[config.mk]
export PLATFORM = sky130hd
export DESIGN_NAME = a_test_stream_check_flat
export DESIGN_NICKNAME = d
export VERILOG_FILES = /design/src/rtl/a_test_stream_check_pkg.sv /design/src/rtl/a_test_stream_check_if.sv /design/src/rtl/a_test_stream_check_lfsr_bp_gen.sv /design/src/rtl/a_test_stream_check.sv /design/src/flat_wrapper.sv
export SDC_FILE = /design/constraint.sdc
export NUM_CORES = 1
export LEC_CHECK = 0
export BUFFER_PORTS_ARGS = -buffer_cell sky130_fd_sc_hd__buf_2
export CAP_MARGIN = 20
export CORE_UTILIZATION = 57
export CTS_BUF_LIST = sky130_fd_sc_hd__clkbuf_4 sky130_fd_sc_hd__clkbuf_8 sky130_fd_sc_hd__clkbuf_16
export DETAILED_ROUTE_END_ITERATION = 8
export PLACE_DENSITY_LB_ADDON = 0.15
export SYNTH_ARGS = -nofsm -noshare
export SYNTH_HDL_FRONTEND = slang
export SYNTH_SLANG_ARGS = --single-unit
[constraint.sdc]
create_clock -name clock -period 3.9 [get_ports clock]
set_clock_uncertainty 0.05 [all_clocks]
set_input_delay 0.975 -clock clock [delete_from_list [all_inputs] [get_ports clock]]
set_output_delay 0.975 -clock clock [all_outputs]
set_load 0.02 [all_outputs]
[src/rtl/a_test_stream_check_pkg.sv]
// Shared types and helpers for the a_test stream sink blocks.
package a_test_pkg;

    // Frame-tracking states of the stream checker.
    typedef enum logic [1:0] {
        IDLE,
        RECV,
        DONE
    } state_t;

    // Fibonacci feedback taps for x^16 + x^14 + x^13 + x^11 (bits 15, 13, 12, 10).
    localparam logic [15:0] LFSR_TAPS = 16'hB400;

    // Increment that sticks at max_val instead of wrapping.
    function automatic logic [63:0] sat_inc(input logic [63:0] cnt, input logic [63:0] max_val);
        return (cnt >= max_val) ? cnt : cnt + 64'd1;
    endfunction

endpackage : a_test_pkg

[src/rtl/a_test_stream_check_if.sv]
// AXI-Stream bundle between the a_test source and its sinks.
interface axi_stream_inf #(
    parameter int unsigned DSIZE = 16
);
    logic [DSIZE-1:0] axis_tdata;
    logic             axis_tvalid;
    logic             axis_tlast;
    logic             axis_tready;

    modport master (
        output axis_tdata,
        output axis_tvalid,
        output axis_tlast,
        input  axis_tready
    );

    modport slave (
        input  axis_tdata,
        input  axis_tvalid,
        input  axis_tlast,
        output axis_tready
    );
endinterface : axi_stream_inf

[src/rtl/a_test_stream_check_lfsr_bp_gen.sv]
// Free-running 16-bit Fibonacci LFSR used to throttle tready in sinks.
// lfsr_next is the value the register takes on the coming edge.
module lfsr_bp_gen
    import a_test_pkg::*;
#(
    parameter logic [15:0] SEED = 16'hACE1
) (
    input  logic        clock,
    input  logic        rst,
    output logic [15:0] lfsr_next
);

    logic [15:0] lfsr_q;

    // Shift left; the new LSB is the parity of the tapped bits.
    assign lfsr_next = {lfsr_q[14:0], ^(lfsr_q & LFSR_TAPS)};

    // Advance every cycle, regardless of any handshake.
    always_ff @(posedge clock or posedge rst) begin
        // NOTE: clocked state uses non-blocking assignments so every register samples pre-edge values.
        if (rst) begin
            lfsr_q <= SEED;
        end else begin
            lfsr_q <= lfsr_next;
        end
    end

endmodule : lfsr_bp_gen

[src/rtl/a_test_stream_check.sv]
// Self-checking AXI-Stream sink: expects tdata to count 0,1,2.. within each
// frame and frames of FRAME_LEN beats; counts frames, data and length errors.
module a_test_stream_check
    import a_test_pkg::*;
#(
    parameter int unsigned DSIZE      = 16,
    parameter int unsigned FRAME_LEN  = 64,
    parameter int unsigned NUM_FRAMES = 8,
    parameter int unsigned BP_MODE    = 0,
    parameter logic [15:0] LFSR_SEED  = 16'hACE1,
    parameter int unsigned CNT_W      = 16
) (
    input  logic             clock,
    input  logic             rst,
    axi_stream_inf.slave     origin_inf,
    input  logic             enable,
    output logic [CNT_W-1:0] frame_cnt,
    output logic [CNT_W-1:0] data_err_cnt,
    output logic [CNT_W-1:0] len_err_cnt,
    output logic             err_flag,
    output logic             done
);

    localparam logic [63:0] CNT_MAX  = (64'd1 << CNT_W) - 64'd1;
    localparam logic [31:0] LAST_IDX = 32'(FRAME_LEN - 1);

    state_t           state_q, state_d;
    logic [31:0]      beat_idx_q, beat_idx_d;
    logic             len_flag_q, len_flag_d;     // length error already counted for this frame
    logic [CNT_W-1:0] frame_cnt_q, frame_cnt_d;
    logic [CNT_W-1:0] data_err_q, data_err_d;
    logic [CNT_W-1:0] len_err_q, len_err_d;
    logic             err_flag_q, err_flag_d;
    logic             done_q, done_d;
    logic             tready_q, tready_d;

    logic [15:0]      lfsr_next;
    logic             bp_bit;
    logic             accept;
    logic [DSIZE-1:0] tdata;
    logic             unused_lfsr_bits;

    lfsr_bp_gen #(
        .SEED (LFSR_SEED)
    ) u_lfsr_bp_gen (
        .clock     (clock),
        .rst       (rst),
        .lfsr_next (lfsr_next)
    );

    assign bp_bit           = (BP_MODE == 0) ? 1'b1 : lfsr_next[0];
    assign unused_lfsr_bits = ^lfsr_next[15:1];
    assign tdata            = origin_inf.axis_tdata;
    assign accept           = origin_inf.axis_tvalid & tready_q;

    // Next-state: pattern and length checks on each accepted beat, frame tracking.
    always_comb begin
        // NOTE: every output of this block gets a default first so no latch is inferred.
        state_d     = state_q;
        beat_idx_d  = beat_idx_q;
        len_flag_d  = len_flag_q;
        frame_cnt_d = frame_cnt_q;
        data_err_d  = data_err_q;
        len_err_d   = len_err_q;
        err_flag_d  = err_flag_q;

        if (accept) begin
            if (tdata != DSIZE'(beat_idx_q)) begin
                data_err_d = CNT_W'(sat_inc(64'(data_err_q), CNT_MAX));
                err_flag_d = 1'b1;
            end

            if (origin_inf.axis_tlast) begin
                // Early tlast is an error; a late one was already counted when the frame overran.
                if ((beat_idx_q != LAST_IDX) && !len_flag_q) begin
                    len_err_d  = CNT_W'(sat_inc(64'(len_err_q), CNT_MAX));
                    err_flag_d = 1'b1;
                end
                frame_cnt_d = CNT_W'(sat_inc(64'(frame_cnt_q), CNT_MAX));
                beat_idx_d  = '0;
                len_flag_d  = 1'b0;
                if ((NUM_FRAMES != 0) && ((64'(frame_cnt_q) + 64'd1) == 64'(NUM_FRAMES))) begin
                    state_d = DONE;
                end else begin
                    state_d = IDLE;
                end
            end else begin
                // Final expected beat without tlast: flag once, keep consuming until tlast.
                if ((beat_idx_q == LAST_IDX) && !len_flag_q) begin
                    len_err_d  = CNT_W'(sat_inc(64'(len_err_q), CNT_MAX));
                    len_flag_d = 1'b1;
                    err_flag_d = 1'b1;
                end
                beat_idx_d = beat_idx_q + 32'd1;
                state_d    = RECV;
            end
        end

        done_d   = (state_d == DONE);
        tready_d = enable & ~done_d & bp_bit;
    end

    // State, counters and registered outputs; tready never depends on tvalid combinationally.
    always_ff @(posedge clock or posedge rst) begin
        if (rst) begin
            state_q     <= IDLE;
            beat_idx_q  <= '0;
            len_flag_q  <= 1'b0;
            frame_cnt_q <= '0;
            data_err_q  <= '0;
            len_err_q   <= '0;
            err_flag_q  <= 1'b0;
            done_q      <= 1'b0;
            tready_q    <= 1'b0;
        end else begin
            state_q     <= state_d;
            beat_idx_q  <= beat_idx_d;
            len_flag_q  <= len_flag_d;
            frame_cnt_q <= frame_cnt_d;
            data_err_q  <= data_err_d;
            len_err_q   <= len_err_d;
            err_flag_q  <= err_flag_d;
            done_q      <= done_d;
            tready_q    <= tready_d;
        end
    end

    assign origin_inf.axis_tready = tready_q;
    assign frame_cnt              = frame_cnt_q;
    assign data_err_cnt           = data_err_q;
    assign len_err_cnt            = len_err_q;
    assign err_flag               = err_flag_q;
    assign done                   = done_q;

endmodule : a_test_stream_check

[src/flat_wrapper.sv]
// flat-port wrapper written by rule: the top's interface ports become plain ports
module a_test_stream_check_flat import a_test_pkg::*;
#(
    parameter int unsigned DSIZE      = 16,
    parameter int unsigned FRAME_LEN  = 64,
    parameter int unsigned NUM_FRAMES = 8,
    parameter int unsigned BP_MODE    = 0,
    parameter logic [15:0] LFSR_SEED  = 16'hACE1,
    parameter int unsigned CNT_W      = 16
)
  (clock, rst, enable, frame_cnt, data_err_cnt, len_err_cnt, err_flag, done, origin_inf_axis_tdata, origin_inf_axis_tvalid, origin_inf_axis_tlast, origin_inf_axis_tready);
  axi_stream_inf #(.DSIZE(DSIZE)) origin_inf_i ();
  input  logic clock;
  input  logic rst;
  input  logic enable;
  output logic [CNT_W-1:0] frame_cnt;
  output logic [CNT_W-1:0] data_err_cnt;
  output logic [CNT_W-1:0] len_err_cnt;
  output logic err_flag;
  output logic done;
  input wire logic [$bits(origin_inf_i.axis_tdata)-1:0] origin_inf_axis_tdata;
  input wire logic [$bits(origin_inf_i.axis_tvalid)-1:0] origin_inf_axis_tvalid;
  input wire logic [$bits(origin_inf_i.axis_tlast)-1:0] origin_inf_axis_tlast;
  output wire logic [$bits(origin_inf_i.axis_tready)-1:0] origin_inf_axis_tready;
  assign origin_inf_i.axis_tdata = origin_inf_axis_tdata;
  assign origin_inf_i.axis_tvalid = origin_inf_axis_tvalid;
  assign origin_inf_i.axis_tlast = origin_inf_axis_tlast;
  assign origin_inf_axis_tready = origin_inf_i.axis_tready;
  a_test_stream_check #(.DSIZE(DSIZE), .FRAME_LEN(FRAME_LEN), .NUM_FRAMES(NUM_FRAMES), .BP_MODE(BP_MODE), .LFSR_SEED(LFSR_SEED), .CNT_W(CNT_W)) u_core (.clock(clock), .rst(rst), .origin_inf(origin_inf_i), .enable(enable), .frame_cnt(frame_cnt), .data_err_cnt(data_err_cnt), .len_err_cnt(len_err_cnt), .err_flag(err_flag), .done(done));
endmodule
==> out/qor.yml, run 1 <==
nNetsFinal: 551
drt_wl_total_mm: 9.47
syn_inst: 458
pwr_density_cell_mw_per_mm2: 434
final_layout_size_suffix_gt1_share_pct: 20.9
grt_max_degree: 52
final-max-slew-violation-count: 0
mappedNetlistNets: 484
fp.dieH_microns: 91.5
track_usage_pct: 24.6
layout_worst_path_cycle_share_pct: 63.9
stdcell_area_sq_mm: 0.00523
placement.setup.worst_slack_ps: 998
initial_core_utilization_pct: 59.1
min_path_type: "reg2reg"
run_status: "finished clean"
cts_hold_repair.buffers: 0
setup.worst_path.end_class: "register"
floorplan.io_pins: 72
path_clk_slew_ps: 90
postPlaceCellArea_sq_mm: 0.00500
worst_ep_required_ps: 4110
die-area_sq_mm: 0.00838
seq_area_sq_mm: 0.00215
drt_pre_antenna_iters: 4
tns_ps: 0
maxCapViolCount: 0
post-route-worst-setup-slack_ps: 1410
multi_input_comb_area_sq_mm: 0.00227
via_count: 3596
postCtsSetupRepairBufs: 0
placementRows: 32
fraction_of_synthesized_cell_area_taken_by_the_top_area_cell_type_pct: 47.1
r2r_cells: 7
via_count_normalized_by_instance_count: 5.69
final-hold-violation-count: 0
worstReg2RegStart: "u_core.beat_idx_q[0]$_DFFE_PP0P_"
synth.yosys.warnings: 0
leakage_nw: 2.43
r2r_setup_slack_ps: 1420
timing.critical_path.to: "u_core.data_err_cnt[1]$_DFFE_PP0P_"
wl_per_cell_microns: 15.0
finalSetupViolations: 0
synth.area.top_cells: "sky130_fd_sc_hd__dfrtp_1 47%, sky130_fd_sc_hd__xnor2_1 10%, sky130_fd_sc_hd__xor2_1 7.1%"
grt_pass1_vias: 3529
cts.sink_count: 86
final.min_clock_period_ps: 2490
drt.antenna.violating_nets: 0
overflow: 0
grt_setup_unrepaired: "false"
grt_first_pass_wirelength_mm: 16.4
cts_made_buffers: 9
ys_types: 47
area.growth.synth_to_final_pct: 14.5
syn_area_per_cell_sq_um: 9.98
synth_enable_flop_cells: 0
critPathArrivalTime_ps: 2700
drc: 0
netlist.top_cell.by_area: "sky130_fd_sc_hd__dfrtp_1"
worst_skew_pair_later_pin_latency_ps: 360
clock-root-buffer: "sky130_fd_sc_hd__clkbuf_8"
maximum_buffer_depth_of_the_clock_tree: 2
max_slew.worst_pin.slew_ps: 888
setup.worst_path.class: "in2reg"
post_cts_resize_count: 0
floorplan.core_area_sq_mm: 0.00773
ys_seq_elements: 86
syn-cell-area_sq_mm: 0.00457
critical_path.reg2reg.endpoint: "u_core.beat_idx_q[28]$_DFFE_PP0P_"
relSlewSlack_pct: 40.3
synth-seq-area-share_pct: 47.1
num_antenna_cells: 0
cts-htree-levels: 3
antenna_found_initial: 0
postSynth.topFlopCell: "sky130_fd_sc_hd__dfrtp_1"
cp_launch_point: "origin_inf_axis_tdata[10]"
first_iter_violations: 164
peakVddDrop_uv: 412
cp_max_fo: 16
fmax_mhz: 401
timing.critical_path.from_type: "primary input"
synthArstFlopShare_pct: 100
tritoncts: "yes"
gp_weighted_congestion: 0.890
fillers: 635
floorplan.die.width_microns: 91.5
portBuffers: 71
total_power_w: 0.00227
detailed_place_hpwl_mm: 6.72
## critical path, stage by stage
cell	delay, ps
sky130_fd_sc_hd__buf_2	100
sky130_fd_sc_hd__xnor2_1	130
sky130_fd_sc_hd__nand4_1	110
sky130_fd_sc_hd__nor4_1	790
sky130_fd_sc_hd__a311oi_4	240
sky130_fd_sc_hd__mux2_2	340
## per-stage QoR
step | utilization, % | cells | hold WS (ps)
2_1_floorplan | - | 458 | 399
3_3_place_gp | 64.7 | 616 | 388
3_5_place_dp | 64.7 | 616 | 393
4_1_cts | 67.7 | 632 | 413
5_1_grt | 67.7 | 632 | 437
6_report | 67.7 | 632 | 405
## layout make-up
type | count | area share, %
clock buffer | 9 | 2.37
clock inverter | 7 | 2.01
inverter | 11 | 0.813
multi-input combinational | 341 | 43.5
sequential | 86 | 41.1
tap | 102 | 2.44
timing repair buffer | 76 | 7.75
## how the worst min path moves through the flow
stage | start | end | depth (start not counted)
after floorplan | u_core.state_q[1]$_DFF_PP0_ | u_core.state_q[1]$_DFF_PP0_ | 2
after global placement | u_core.err_flag$_DFFE_PP0P_ | u_core.err_flag$_DFFE_PP0P_ | 1
after detailed placement | u_core.err_flag$_DFFE_PP0P_ | u_core.err_flag$_DFFE_PP0P_ | 1
after CTS | u_core.err_flag$_DFFE_PP0P_ | u_core.err_flag$_DFFE_PP0P_ | 1
after global routing | u_core.err_flag$_DFFE_PP0P_ | u_core.err_flag$_DFFE_PP0P_ | 1
final | u_core.err_flag$_DFFE_PP0P_ | u_core.err_flag$_DFFE_PP0P_ | 1
## layout by cell type (no fill, tap or decap), types with 2 or more instances in the layout
cell type / netlist / routed
sky130_fd_sc_hd__nand3_1: 34 / 34
sky130_fd_sc_hd__buf_2: 2 / 71
sky130_fd_sc_hd__a21oi_1: 6 / 6
sky130_fd_sc_hd__nand4_1: 27 / 27
sky130_fd_sc_hd__and3_1: 14 / 14
sky130_fd_sc_hd__a31oi_1: 3 / 3
sky130_fd_sc_hd__clkinv_4: 0 / 2
sky130_fd_sc_hd__nor2_1: 47 / 47
sky130_fd_sc_hd__nor3_2: 7 / 7
sky130_fd_sc_hd__buf_4: 0 / 4
sky130_fd_sc_hd__nor3_1: 11 / 11
sky130_fd_sc_hd__a211oi_1: 2 / 2
sky130_fd_sc_hd__ha_1: 5 / 5
sky130_fd_sc_hd__o2111ai_1: 2 / 2
sky130_fd_sc_hd__dfrtp_1: 86 / 86
sky130_fd_sc_hd__o22ai_1: 2 / 2
sky130_fd_sc_hd__nor4_1: 14 / 14
sky130_fd_sc_hd__inv_1: 11 / 10
sky130_fd_sc_hd__and4_1: 5 / 5
sky130_fd_sc_hd__xnor2_1: 53 / 53
sky130_fd_sc_hd__xor2_1: 37 / 37
sky130_fd_sc_hd__mux2_2: 4 / 4
sky130_fd_sc_hd__o21ai_0: 6 / 6
sky130_fd_sc_hd__mux2i_1: 4 / 4
sky130_fd_sc_hd__a21o_1: 2 / 2
sky130_fd_sc_hd__clkbuf_8: 0 / 9
sky130_fd_sc_hd__and2_1: 4 / 4
sky130_fd_sc_hd__bufinv_16: 0 / 2
sky130_fd_sc_hd__nand2_1: 33 / 33
## Yosys cell counts (6+ instances only)
cell,number
sky130_fd_sc_hd__inv_1,11
sky130_fd_sc_hd__a21oi_1,6
sky130_fd_sc_hd__nor3_2,7
sky130_fd_sc_hd__nand2_1,33
sky130_fd_sc_hd__clkbuf_1,14
sky130_fd_sc_hd__nand3_1,34
sky130_fd_sc_hd__nor4_1,14
sky130_fd_sc_hd__o21ai_0,6
sky130_fd_sc_hd__and3_1,14
sky130_fd_sc_hd__nor3_1,11
sky130_fd_sc_hd__nand4_1,27
sky130_fd_sc_hd__nor2_1,47
sky130_fd_sc_hd__dfrtp_1,86
sky130_fd_sc_hd__xnor2_1,53
sky130_fd_sc_hd__xor2_1,37
## cells by family (layout without fill, tap and decap cells)
group                      after synthesis  count (layout)  synth area share (%)
and+or+nand+nor                        209             209                  24.7
xor gates and xnor gates                90              90                  17.3
DFF                                     86              86                  47.1
buffers and inverters                   31             103                  3.12
AOI/OAI and AO/OA                       29              29                  4.60
muxes                                    8               8                  1.86
adders and majority gates                5               5                  1.37
## per-layer routing
metal  up-vias  wire length [microns]  GRT usage, %
met3        14                    417          5.61
met2        79                   4590          39.9
met1      1765                   4300          32.6
met5         -                      0             0
li1       1738                      -             -
met4         0                    161          8.33
## power by group
part,internal (W),leakage [nW],switching [W]
Sequential,0.000977,1.13,0.000132
Combinational,0.000181,1.19,0.000261
Clock,0.000370,0.112,0.000349
Total,0.00153,2.43,0.000741
## registers in the layout (all words and copies together), names as in the netlist
register / flops
u_core.frame_cnt: 16
u_core.err_flag: 1
u_core.len_err_cnt: 16
u_core.done: 1
u_core.len_flag_q: 1
u_core.origin_inf.axis_tready: 1
u_core.beat_idx_q: 32
u_core.data_err_cnt: 16
u_core.state_q: 2
No activity file was read; power rests on OpenSTA's default activity.
==> run 2, diff against run 1 <==
--- a/config.mk
+++ b/config.mk
@@ -7,7 +7,7 @@
 export LEC_CHECK = 0
 export BUFFER_PORTS_ARGS = -buffer_cell sky130_fd_sc_hd__buf_2
 export CAP_MARGIN = 20
-export CORE_UTILIZATION = 57
+export CORE_UTILIZATION = 51
 export CTS_BUF_LIST = sky130_fd_sc_hd__clkbuf_4 sky130_fd_sc_hd__clkbuf_8 sky130_fd_sc_hd__clkbuf_16
 export DETAILED_ROUTE_END_ITERATION = 8
 export PLACE_DENSITY_LB_ADDON = 0.15
==> constraint.sdc (replaced) <==
create_clock -name clock -period 2.1 [get_ports clock]
set_clock_uncertainty 0.05 [all_clocks]
set_input_delay 0.525 -clock clock [delete_from_list [all_inputs] [get_ports clock]]
set_output_delay 0.525 -clock clock [all_outputs]
set_load 0.02 [all_outputs]
==> out/qor.yml, run 2 (synthesis gave the netlist of run 1 again) <==
r2r_setup_slack_ps: -90  # -1510 ps
fp.dieH_microns: 96.7  # +5.6%
maximum_buffer_depth_of_the_clock_tree: 2  # unchanged
nNetsFinal: 629  # +14%
timing.critical_path.from_type: "register"
initial_core_utilization_pct: 52.7  # -6.5 points
layout_worst_path_cycle_share_pct: 104
die-area_sq_mm: 0.00934  # +11%
cp_max_fo: 4  # -12
relSlewSlack_pct: 73.6  # +33 points
critPathArrivalTime_ps: 2430  # -270 ps
finalSetupViolations: 1  # +1
crit_path_top_delay_cell: "sky130_fd_sc_hd__dfrtp_1"
leakage_nw: 2.90  # +19%
largest_register_ffs: 32  # unchanged
path_clk_slew_ps: 100  # about the same
slowest_delay_ps: 400  # -390 ps
floorplan.die.width_microns: 96.7  # +5.6%
maxCapViolCount: 0  # unchanged
setup.worst_path.end_class: "register"
placementRows: 34  # +6.3%
drc: 1  # +1
drt_pre_antenna_iters: 6  # +2
via_count_normalized_by_instance_count: 5.50  # -3.3%
wl_per_cell_microns: 15.4  # +2.8%
grt_first_pass_wirelength_mm: 18.0  # +9.7%
fmax_mhz: 458
final.min_clock_period_ps: 2190
floorplan.core_area_sq_mm: 0.00868  # +12%
tritoncts: "yes"
overflow: 0  # unchanged
worst_skew_pair_later_pin_latency_ps: 370  # about the same
post-route-worst-setup-slack_ps: -85.7  # -1490 ps
track_usage_pct: 23.7  # -0.88 points
floorplan.io_pins: 72  # unchanged
grt_max_degree: 76  # +46%
drt_wl_total_mm: 11.0  # +16%
top_register: "u_core.beat_idx_q"
final-max-slew-violation-count: 0  # unchanged
run_status: "finished with violations"
setup.worst_path.class: "reg2reg"
placement.setup.worst_slack_ps: -74.5  # -1070 ps
cp_cell_sequence: "nor4_1 > nand4_1 > nor3_4 > buf_4 > buf_6 > xnor2_4 > nor4b_2 > xor2_1"
antenna_found_initial: 0  # unchanged
area.growth.synth_to_final_pct: 33.1
pwr_density_cell_mw_per_mm2: 714  # +65%
grt_setup_unrepaired: "true"
grt_pass1_vias: 3667  # +3.9%
final_layout_size_suffix_gt1_share_pct: 36.8  # +16 points
first_iter_violations: 166  # +1.2%
via_count: 3938  # +9.5%
drt.antenna.violating_nets: 0  # unchanged
portBuffers: 71  # unchanged
cts_hold_repair.buffers: 0  # unchanged
clock-root-buffer: "sky130_fd_sc_hd__clkbuf_8"
most-common-layout-cells: "76 x sky130_fd_sc_hd__dfrtp_1, 73 x sky130_fd_sc_hd__buf_4, 71 x sky130_fd_sc_hd__buf_2"
critical_path.reg2reg.endpoint: "u_core.len_err_cnt[15]$_DFFE_PP0P_"
final-hold-violation-count: 0  # unchanged
timing.critical_path.to: "u_core.len_err_cnt[15]$_DFFE_PP0P_"
timing.critical_path.buf_inv: 2  # +1
layout_commonest_cell: "sky130_fd_sc_hd__dfrtp_1"
cp_launch_point: "u_core.beat_idx_q[22]$_DFFE_PP0P_"
finish.utilization_pct: 70.1  # +2.4 points
cts.sink_count: 86  # unchanged
r2r_cells: 8  # +1
detailed_place_hpwl_mm: 7.50  # +12%
worst_ep_required_ps: 2340  # -1770 ps
num_antenna_cells: 0  # unchanged
violated_checks: "design-rule violations, negative setup slack"
max_slew.worst_pin.slew_ps: 396  # -491 ps
worstReg2RegStart: "u_core.beat_idx_q[22]$_DFFE_PP0P_"
cts-htree-levels: 3  # unchanged
gp_weighted_congestion: 0.825  # -7.3%
peakVddDrop_uv: 584  # +42%
min_path_type: "in2async"
cell_family_contributing_the_most_delay_on_the_critical_path: "simple AND/OR/NAND/NOR gates"
finalNonFillerCells: 716  # +13%
timing.critical_path.depth: 8  # +2
post-place-cells: 685  # +11%
cts_made_buffers: 9  # unchanged
-- run 2: cell types whose count changed in the layout (fill, tap and decap cells not counted), moves of 3 or more --
cell / delta
sky130_fd_sc_hd__buf_4: +69
sky130_fd_sc_hd__buf_6: +5
sky130_fd_sc_hd__dfrtp_1: -10
sky130_fd_sc_hd__dfrtp_2: +10
sky130_fd_sc_hd__nor2_1: -3
sky130_fd_sc_hd__nor4_1: -7
sky130_fd_sc_hd__nor4_2: +4
sky130_fd_sc_hd__nor4_4: +3
sky130_fd_sc_hd__xnor2_1: -5
sky130_fd_sc_hd__xnor2_2: +4
-- run 2: repair_timing --
item | 4_1_cts | 5_1_grt
gates resized for setup | 6 | 39
endpoints found under the setup margin | 10 | 39
cloned | 0 | 1
buffers inserted | 8 | 6
pin swaps | 3 | 17
-- run 2: where the power goes --
part | switching (W) | internal (W)
Combinational | 0.000677 | 0.000546
Sequential | 0.000160 | 0.00182
Clock | 0.000679 | 0.000456
Total | 0.00152 | 0.00282
-- run 2: how the worst min path moves through the flow --
stage | startpoint | cells after the start | endpoint | slack [ps]
finish | rst | 2 | u_core.frame_cnt[7]$_DFFE_PP0P_ | 50
CTS | rst | 2 | u_core.frame_cnt[7]$_DFFE_PP0P_ | 50
global route | rst | 2 | u_core.frame_cnt[7]$_DFFE_PP0P_ | 60
floorplan | u_core.state_q[1]$_DFF_PP0_ | 2 | u_core.state_q[1]$_DFF_PP0_ | 400
detailed placement | u_core.err_flag$_DFFE_PP0P_ | 1 | u_core.err_flag$_DFFE_PP0P_ | 410
global placement | u_core.err_flag$_DFFE_PP0P_ | 1 | u_core.err_flag$_DFFE_PP0P_ | 390
-- run 2: worst register-to-register path, delay by kind of cell, from the launching register on --
kind	cells	cell delay (ps)
DFF	1	400
xor gates and xnor gates	2	290
buffers and inverters	2	250
and+or+nand+nor	4	1120
-- run 2: through the flow --
stage	hold WS, ps	total power, W	instance area (sq um)	TNS, ps
6_report	51.0	0.00434	6080	-85.7
3_5_place_dp	406	0.00314	5530	-219
2_1_floorplan	399	0.00265	4600	-79.8
3_3_place_gp	391	0.00309	5530	-584
4_1_cts	48.4	0.00431	5810	0
5_1_grt	59.9	0.00456	6080	-1790
-- run 2: metal layers --
layer  up-vias  GRT usage [%]  share of wire, %
met5         -              0                 0
met4         0           10.2               1.8
met3        15           3.90               4.8
met2        97           36.1                48
met1      1927           33.6                45
li1       1899              -                 -
-- run 2: final cells by class --
class                      count  area, sq um
tap                          108          135
clock inverter                 7         68.8
clock buffer                   9          124
fill                         667         2600
inverter                      11         45.0
timing repair buffer         154         1060
multi-input combinational    341         2480
sequential                    86         2160
